$ cat src/rtl/multicycle_controller.sv
// Multi-cycle RV32I control FSM: FETCH/DECODE/EXEC/MEM/WB sequencing with memory wait count and IO req/ack timeout.
// Optional feature: define CTRL_UPPER_IMM_EN to decode LUI/AUIPC and expose upper_sel.
module multicycle_controller #(
    parameter int          MEM_LATENCY = 2,
    parameter logic [31:0] IO_BASE     = 32'hFFFF_FC00,
    parameter logic [31:0] IO_MASK     = 32'hFFFF_FC00,
    parameter int          IO_TIMEOUT  = 255
) (
    input  logic        clk,
    input  logic        rst,
    input  logic [31:0] inst_in,
    input  logic [31:0] alu_result,
    input  logic        branch_taken,
    input  logic        io_ack,
    output logic [31:0] ir,
    output logic        ir_write,
    output logic        pc_inc,
    output logic        pc_write_tgt,
    output logic        alu_src,
    output logic        reg_write,
    output logic        mem_or_io_to_reg,
    output logic        sft,
    output logic        jump,
    output logic        branch,
    output logic [1:0]  alu_op,
    output logic [2:0]  branch_type,
    output logic        mem_read,
    output logic        mem_write,
    output logic        io_read,
    output logic        io_write,
    output logic        illegal_inst,
    output logic        bus_err,
`ifdef CTRL_UPPER_IMM_EN
    output logic [1:0]  upper_sel,
`endif
    output logic        busy
);

    typedef enum logic [2:0] {S_FETCH, S_DECODE, S_EXEC, S_MEM, S_WB} state_t;
    typedef enum logic [3:0] {K_R, K_I, K_LOAD, K_STORE, K_BR, K_JAL, K_JALR,
                              K_LUI, K_AUIPC, K_ILL} kind_t;

    localparam logic [9:0] MEM_LAST = 10'(MEM_LATENCY - 1);
    localparam logic [9:0] IO_LAST  = 10'(IO_TIMEOUT);

    state_t      state_q, state_d;
    logic [31:0] ir_q, ir_d;
    logic [9:0]  cnt_q, cnt_d;
    logic        io_hit_q, io_hit_d;
    kind_t       kind;
    logic        is_load;

    logic        ir_write_c, pc_inc_c, pc_write_tgt_c, alu_src_c, reg_write_c;
    logic        mem_or_io_to_reg_c, sft_c, jump_c, branch_c;
    logic [1:0]  alu_op_c, upper_sel_c;
    logic [2:0]  branch_type_c;
    logic        mem_read_c, mem_write_c, io_read_c, io_write_c, illegal_c, bus_err_c;

    always_comb begin
        kind = K_ILL;
        case (ir_q[6:0])
            7'b0110011: kind = K_R;
            7'b0010011: kind = K_I;
            7'b0000011: kind = (ir_q[14:12] == 3'b010) ? K_LOAD : K_ILL;
            7'b0100011: kind = (ir_q[14:12] == 3'b010) ? K_STORE : K_ILL;
            7'b1100011: kind = K_BR;
            7'b1101111: kind = K_JAL;
            7'b1100111: kind = K_JALR;
`ifdef CTRL_UPPER_IMM_EN
            7'b0110111: kind = K_LUI;
            7'b0010111: kind = K_AUIPC;
`endif
            default:    kind = K_ILL;
        endcase
    end

    assign is_load = (kind == K_LOAD);

    always_ff @(posedge clk) begin
        if (rst) begin
            state_q  <= S_FETCH;
            ir_q     <= '0;
            cnt_q    <= '0;
            io_hit_q <= 1'b0;
        end else begin
            state_q  <= state_d;
            ir_q     <= ir_d;
            cnt_q    <= cnt_d;
            io_hit_q <= io_hit_d;
        end
    end

    always_comb begin
        state_d            = state_q;
        ir_d               = ir_q;
        cnt_d              = cnt_q;
        io_hit_d           = io_hit_q;
        ir_write_c         = 1'b0;
        pc_inc_c           = 1'b0;
        pc_write_tgt_c     = 1'b0;
        alu_src_c          = 1'b0;
        reg_write_c        = 1'b0;
        mem_or_io_to_reg_c = 1'b0;
        sft_c              = 1'b0;
        jump_c             = 1'b0;
        branch_c           = 1'b0;
        alu_op_c           = 2'b00;
        upper_sel_c        = 2'b00;
        branch_type_c      = 3'b000;
        mem_read_c         = 1'b0;
        mem_write_c        = 1'b0;
        io_read_c          = 1'b0;
        io_write_c         = 1'b0;
        illegal_c          = 1'b0;
        bus_err_c          = 1'b0;
        case (state_q)
            S_FETCH: begin
                ir_write_c = 1'b1;
                pc_inc_c   = 1'b1;
                ir_d       = inst_in;
                state_d    = S_DECODE;
            end
            S_DECODE: begin
                illegal_c = (kind == K_ILL);
                state_d   = (kind == K_ILL) ? S_FETCH : S_EXEC;
            end
            S_EXEC: begin
                alu_src_c = (kind == K_I) || (kind == K_LOAD) || (kind == K_STORE) ||
                            (kind == K_JALR) || (kind == K_LUI) || (kind == K_AUIPC);
                alu_op_c  = (kind == K_R) ? 2'b10 : (kind == K_BR) ? 2'b01 : 2'b00;
                sft_c     = (kind == K_I) && (ir_q[13:12] == 2'b01);
                upper_sel_c = (kind == K_LUI) ? 2'b01 : (kind == K_AUIPC) ? 2'b10 : 2'b00;
                case (kind)
                    K_BR: begin
                        branch_c       = 1'b1;
                        branch_type_c  = ir_q[14:12];
                        pc_write_tgt_c = branch_taken;
                        state_d        = S_FETCH;
                    end
                    K_JAL, K_JALR: begin
                        jump_c         = 1'b1;
                        pc_write_tgt_c = 1'b1;
                        reg_write_c    = 1'b1;
                        state_d        = S_FETCH;
                    end
                    K_LOAD, K_STORE: begin
                        io_hit_d = ((alu_result & IO_MASK) == (IO_BASE & IO_MASK));
                        cnt_d    = '0;
                        state_d  = S_MEM;
                    end
                    default: state_d = S_WB;
                endcase
            end
            S_MEM: begin
                if (!io_hit_q) begin
                    mem_read_c  = is_load;
                    mem_write_c = !is_load;
                    if (cnt_q == MEM_LAST) begin
                        cnt_d   = '0;
                        state_d = is_load ? S_WB : S_FETCH;
                    end else begin
                        cnt_d = cnt_q + 10'd1;
                    end
                end else if (cnt_q == IO_LAST) begin
                    // timeout cycle: strobe already dropped, abandon the access
                    bus_err_c = 1'b1;
                    cnt_d     = '0;
                    state_d   = S_FETCH;
                end else begin
                    io_read_c  = is_load;
                    io_write_c = !is_load;
                    if (io_ack) begin
                        cnt_d   = '0;
                        state_d = is_load ? S_WB : S_FETCH;
                    end else begin
                        cnt_d = cnt_q + 10'd1;
                    end
                end
            end
            S_WB: begin
                reg_write_c        = 1'b1;
                mem_or_io_to_reg_c = is_load;
                state_d            = S_FETCH;
            end
            default: state_d = S_FETCH;
        endcase
    end

    // Every output reads zero while reset is asserted.
    assign ir               = rst ? '0 : ir_q;
    assign ir_write         = ir_write_c & ~rst;
    assign pc_inc           = pc_inc_c & ~rst;
    assign pc_write_tgt     = pc_write_tgt_c & ~rst;
    assign alu_src          = alu_src_c & ~rst;
    assign reg_write        = reg_write_c & ~rst;
    assign mem_or_io_to_reg = mem_or_io_to_reg_c & ~rst;
    assign sft              = sft_c & ~rst;
    assign jump             = jump_c & ~rst;
    assign branch           = branch_c & ~rst;
    assign alu_op           = rst ? 2'b00 : alu_op_c;
    assign branch_type      = rst ? 3'b000 : branch_type_c;
    assign mem_read         = mem_read_c & ~rst;
    assign mem_write        = mem_write_c & ~rst;
    assign io_read          = io_read_c & ~rst;
    assign io_write         = io_write_c & ~rst;
    assign illegal_inst     = illegal_c & ~rst;
    assign bus_err          = bus_err_c & ~rst;
    assign busy             = (state_q != S_FETCH) & ~rst;
`ifdef CTRL_UPPER_IMM_EN
    assign upper_sel        = rst ? 2'b00 : upper_sel_c;
`else
    logic unused_upper;
    assign unused_upper = ^upper_sel_c;
`endif

endmodule

$ cat config.mk
export PLATFORM = sky130hd
export DESIGN_NAME = multicycle_controller
export DESIGN_NICKNAME = d
export VERILOG_FILES = /design/src/rtl/multicycle_controller.sv
export SDC_FILE = /design/constraint.sdc
export NUM_CORES = 1
export LEC_CHECK = 0
export BUFFER_PORTS_ARGS = -buffer_cell sky130_fd_sc_hd__buf_4
export CAP_MARGIN = 10
export CORE_MARGIN = 4
export CORE_UTILIZATION = 45
export CTS_CLUSTER_SIZE = 16
export DETAILED_ROUTE_END_ITERATION = 8
export GPL_ROUTABILITY_DRIVEN = 0
export HOLD_SLACK_MARGIN = 0.02
export PLACE_DENSITY = 0.87
export SYNTH_ARGS = -nofsm -noshare
export SYNTH_HDL_FRONTEND = slang
export SYNTH_SLANG_ARGS = --single-unit
$ cat constraint.sdc
create_clock -name clk -period 2.6 [get_ports clk]
set_input_delay 0.26 -clock clk [delete_from_list [all_inputs] [get_ports clk]]
set_output_delay 0.26 -clock clk [all_outputs]
set_load 0.05 [all_outputs]
# Word-level counts from Yosys, hierarchy flattened
# Cells that the tools add are included.
# W data, S select, Z words.
[totals]
inputBits = 68
word_cells = 116
ff_bits = 46
[classes]
n_eq_ne = 28
n_bitwise = 16
n_reduce_logical = 17
n_mux = 50
add_sub_neg = 1
[ops]
columns = ["cell", "n"]
rows = [
  ["$mux W10", 5],
  ["$mux W32", 1],
  ["$pmux W4 S7", 1],
  ["$mux W1", 24],
  ["$mux W3", 8],
  ["$eq A22 B22 Y1 const B", 1],
  ["$eq A7 B7 Y1 const B", 3],
  ["$pmux W10 S2", 1],
  ["$eq A4 B3 Y1 const B", 4],
  ["$and A1 B1 Y1", 15],
  ["$eq A7 B6 Y1 const B", 2],
  ["$pmux W3 S4", 1],
  ["$add A10 B1 Y10 const B", 1],
  ["$eq A10 B1 Y1 const B", 1],
  ["$eq A10 B8 Y1 const B", 1],
  ["$eq A3 B2 Y1 const B", 3],
  ["$eq A4 B2 Y1 const B", 2],
  ["$eq A4 B4 Y1 const B", 2],
  ["$mux W2", 4],
  ["$mux W4", 2],
  ["$eq A7 B2 Y1 const B", 1],
  ["$eq A7 B5 Y1 const B", 1],
  ["$pmux W3 S2", 1],
  ["$reduce_and A2 Y1", 3],
  ["18 further kinds", 24],
]

# Longest topological paths before layout
[depth]
ltp_word = 11
mapped_depth = 6

# Worst setup path after synthesis
# Ideal clock, no wire load.
[synth_path]
path_kind = "reg-to-output"
startpoint = "register state_q[2]"
endpoint = "output port branch_type[0]"
stages_incl_launch_ff = 6
n_path_buf = 1
required_ns = 2.340
path_slack_ns = -0.762
t_arrival_ns = 3.102
cell_sequence = "dfxtp_1 -> buf_2 -> nor2_1 -> nand3b_1 -> nor4_1 -> and2_1"
[synth_via]
elab_chain_len = 3
[synth_rtl]
columns = ["item", "line_no", "rtl"]
rows = [
  ["start, declared", "46", "state_t state_q, state_d;"],
  ["start signal, assigned", "86", "state_q <= state_d;"],
  ["$eq A3 B2 Y1", "116", "case (state_q)"],
  ["$mux W3", "116", ""],
  ["$mux W3", "201", "assign branch_type = rst ? 3'b000 : branch_type_c;"],
  ["end, declared", "26", "output logic [2:0] branch_type,"],
]
# Every way passes these cells.

# Worst setup path after layout
[layout_path]
startpoint = "register ir_q[3]"
endpoint = "output port sft"
[layout_via]
elab_chain_len = 6
word_cells_on_any_way = 12
[layout_rtl]
columns = ["item", "line_no", "rtl"]
rows = [
  ["start, declared", "47", "logic [31:0] ir_q, ir_d;"],
  ["start signal, assigned", "87", "ir_q <= ir_d;"],
  ["$eq A7 B7 Y1, or another cell as far along", "61", "case (ir_q[6:0])"],
  ["$pmux W4 S7 (*)", "61", ""],
  ["$eq A4 B1 Y1 (*)", "131", "sft_c = (kind == K_I) && (ir_q[13:12] == 2'b01);"],
  ["$logic_and A1 B1 Y1 (*)", "131", ""],
  ["$mux W1 (*)", "116", ""],
  ["$and A1 B1 Y1 (*)", "197", "assign sft = sft_c & ~rst;"],
  ["end, declared", "22", "output logic sft,"],
]
# Every way passes the cells marked *; elsewhere a longest branch is shown, timed or not.

==> impl_metrics.json <==
{
  "status": "completed",
  "ir_worst_vdd_uv": 282,
  "vias": 2486,
  "yosys_warnings": 0,
  "fin_crit_ns": 2.51,
  "overflow": 0,
  "path_class": "reg2out",
  "clk-insertion-delay-late_ns": 0.31,
  "first_iter_violations": 107,
  "numCtsBuffers": 5,
  "power_density_nw_per_um2": 454,
  "cp.depth": 5,
  "synth.distinct_cells": 44,
  "start_util": 0.465,
  "yosysTopAreaCell": "dfxtp_1",
  "drv_slew": 0,
  "critPathLaunchType": "flop",
  "root_buffer": "clkbuf_8",
  "slew_headroom": 0.667,
  "port_buffers": 110,
  "drive_gt1_frac": 0.375,
  "synth.most_common_cell": "dfxtp_1",
  "hold_path_class": "in2reg",
  "num_antenna_cells": 0,
  "tightest_slew_ns": 0.495,
  "wl_mm": 7.17,
  "r2r-start": "cnt_q[0]$_SDFFE_PP0P_",
  "grt_max_degree": 42,
  "startpoint": "ir_q[3]$_SDFFE_PP0P_",
  "path_max_fanout": 8,
  "hold_buffers": 0,
  "ys_seq_area_frac": 0.388,
  "cp-end-kind": "primary output",
  "crit_buf_inv": 1,
  "synth_enable_flop_cells": 0,
  "arrival_ns": 2.25,
  "ctsHtreeMaxLevel": 2,
  "gr-usage-all-layers": 0.229,
  "fin_util": 0.670,
  "p_leak_nw": 1.47,
  "period_share": 0.965,
  "hold_viol_final": 0,
  "clk_pin_slew_ns": 0.09,
  "die_w_um": 80.6,
  "synthTopCellsByArea": "dfxtp_1, a22o_1, nor2b_1",
  "final-seq-area_um2": 923,
  "dpl-instance-area_um2": 3320,
  "grt_pass1_wl_mm": 11.6,
  "wl_per_cell_um": 15.9,
  "grt_antenna_before_repair": 0,
  "total_power_mw": 1.56,
  "crit_required_ns": 2.34,
  "cp_slowest_stage_delay_ns": 0.50,
  "crit_slowest_cell": "or4b_1",
  "max_cap_violations": 0,
  "die-height_um": 80.6,
  "grt_pass1_vias": 2475,
  "io_pins": 121,
  "routed_via_density": 5.51,
  "ant_nets": 0,
  "clock_sink_count": 46,
  "synthFlopType": "dfxtp_1",
  "fmax_mhz": 399,
  "synth_seq_cells": 46,
  "nNetsFinal": 450,
  "area_growth_syn_to_layout_pct": 44.2,
  "core.rowCount": 26,
  "r2r_slack_ns": 0.61,
  "finalSetupViolCount": 0,
  "syn_area_per_cell_um2": 8.69,
  "synth_commonest_cells": "dfxtp_1, nor2b_1, a22o_1",
  "synthCells": 273,
  "die_area_um2": 6500,
  "firstDrtPassIters": 4,
  "post-dp-hpwl_mm": 5.41,
  "cts_tree": "built",
  "reg2reg_to": "state_q[1]$_SDFFE_PP0P_",
  "crit_family": "simple AND/OR/NAND/NOR gates",
  "finClkSkew_ns": 0.0106,
  "cts_buffer_depth": 2,
  "path_cells": "nand4bb_2, nor2_1, or4b_1, nor4b_2, buf_4",
  "worstSetupEndpoint": "sft",
  "fillers": 414,
  "synth_top_area_share": 0.388,
  "syn_nets": 343,
  "rsz0062_at_grt": "yes",
  "design_area_um2": 3420,
  "multi_input_comb_area_um2": 1380,
  "synth_area_um2": 2370,
  "worst_r2r_path_depth": 5,
  "async_reset_ff_frac": 0,
  "core-area_um2": 5110,
  "drc": 0,
  "postCtsSetupBuffers": 0
}
==> where the power goes <==
| part | switching [mW] | leakage [nW] | total (mW) | internal, mW |
|---|---|---|---|---|
| Clock | 0.257 | 0.0483 | 0.447 | 0.190 |
| Sequential | 0.0288 | 0.379 | 0.771 | 0.742 |
| Combinational | 0.189 | 1.04 | 0.337 | 0.149 |
==> worst min-delay path by stage <==
| stage | start | end | slack [ns] | cells past startpoint |
|---|---|---|---|---|
| after floorplan | inst_in[0] | ir_q[0]$_SDFFE_PP0P_ | 0.39 | 1 |
| after global placement | ir_q[10]$_SDFFE_PP0P_ | ir_q[10]$_SDFFE_PP0P_ | 0.45 | 1 |
| after detailed placement | ir_q[22]$_SDFFE_PP0P_ | ir_q[22]$_SDFFE_PP0P_ | 0.46 | 1 |
| after CTS | inst_in[22] | ir_q[22]$_SDFFE_PP0P_ | 0.15 | 2 |
| after global routing | inst_in[19] | ir_q[19]$_SDFFE_PP0P_ | 0.15 | 2 |
| final | inst_in[22] | ir_q[22]$_SDFFE_PP0P_ | 0.16 | 2 |
==> metrics by stage <==
stage	hold slack [ns]	cells	worst slack (ns)	TNS [ns]
2_1_floorplan	0.386	273	-0.114	-0.465
3_3_place_gp	0.453	443	0.375	0
3_5_place_dp	0.459	443	0.300	0
4_1_cts	0.147	451	0.0185	0
5_1_grt	0.147	451	-0.0305	-0.0506
6_report	0.155	451	0.0908	0
==> sequential cells by signal (all words and copies together), names as in the netlist <==
register,cells
cnt_q,10
io_hit_q,1
state_q,3
ir_q,32
==> cells in the final DEF (no fill, tap or decap), drive strengths merged, types with 2 or more instances in the layout <==
cell / n
a21oi: 8
a22o: 33
a31oi: 4
and2: 3
and3: 5
and4: 2
buf: 121
clkbuf: 5
clkinv: 2
dfxtp: 46
ha: 2
inv: 10
nand2: 6
nand2b: 2
nand3: 12
nand3b: 5
nand4: 10
nand4bb: 2
nor2: 17
nor2b: 35
nor3: 9
nor3b: 2
nor4: 8
nor4b: 2
o21ai: 8
o221ai: 6
o22ai: 2
or4: 2
or4b: 2
==> metal layers <==
metal | track usage | vias up | part of all wire
li1 | - | 1231 | -
met1 | 0.270 | 1162 | 0.40
met2 | 0.372 | 83 | 0.49
met3 | 0.0987 | 10 | 0.097
met4 | 0.0743 | 0 | 0.011
met5 | 0 | - | 0
==> cell families after synthesis <==
| kind of cell | count (synthesis) | share of synthesized area |
|---|---|---|
| muxes | 1 | 0.00422 |
| AOI/OAI and AO/OA | 65 | 0.214 |
| and+or+nand+nor | 127 | 0.323 |
| DFF | 46 | 0.388 |
| xor gates and xnor gates | 2 | 0.00738 |
| buffers and inverters | 30 | 0.0532 |
| adders and majority gates | 2 | 0.0105 |
==> cell type report <==
type                       instances  share of cell area
clock buffer                       5              0.0201
clock inverter                     3             0.00548
inverter                           9             0.00987
multi-input combinational        197               0.404
sequential                        46               0.270
tap                               70              0.0256
timing repair buffer             121               0.265
==> timing repair <==
| item | in CTS | in global routing |
|---|---|---|
| gates resized for setup | 2 | 4 |
| endpoints found under the hold margin | 0 | 0 |
| endpoints found under the setup margin | 2 | 4 |
Power figures use the tool's default switching activity.
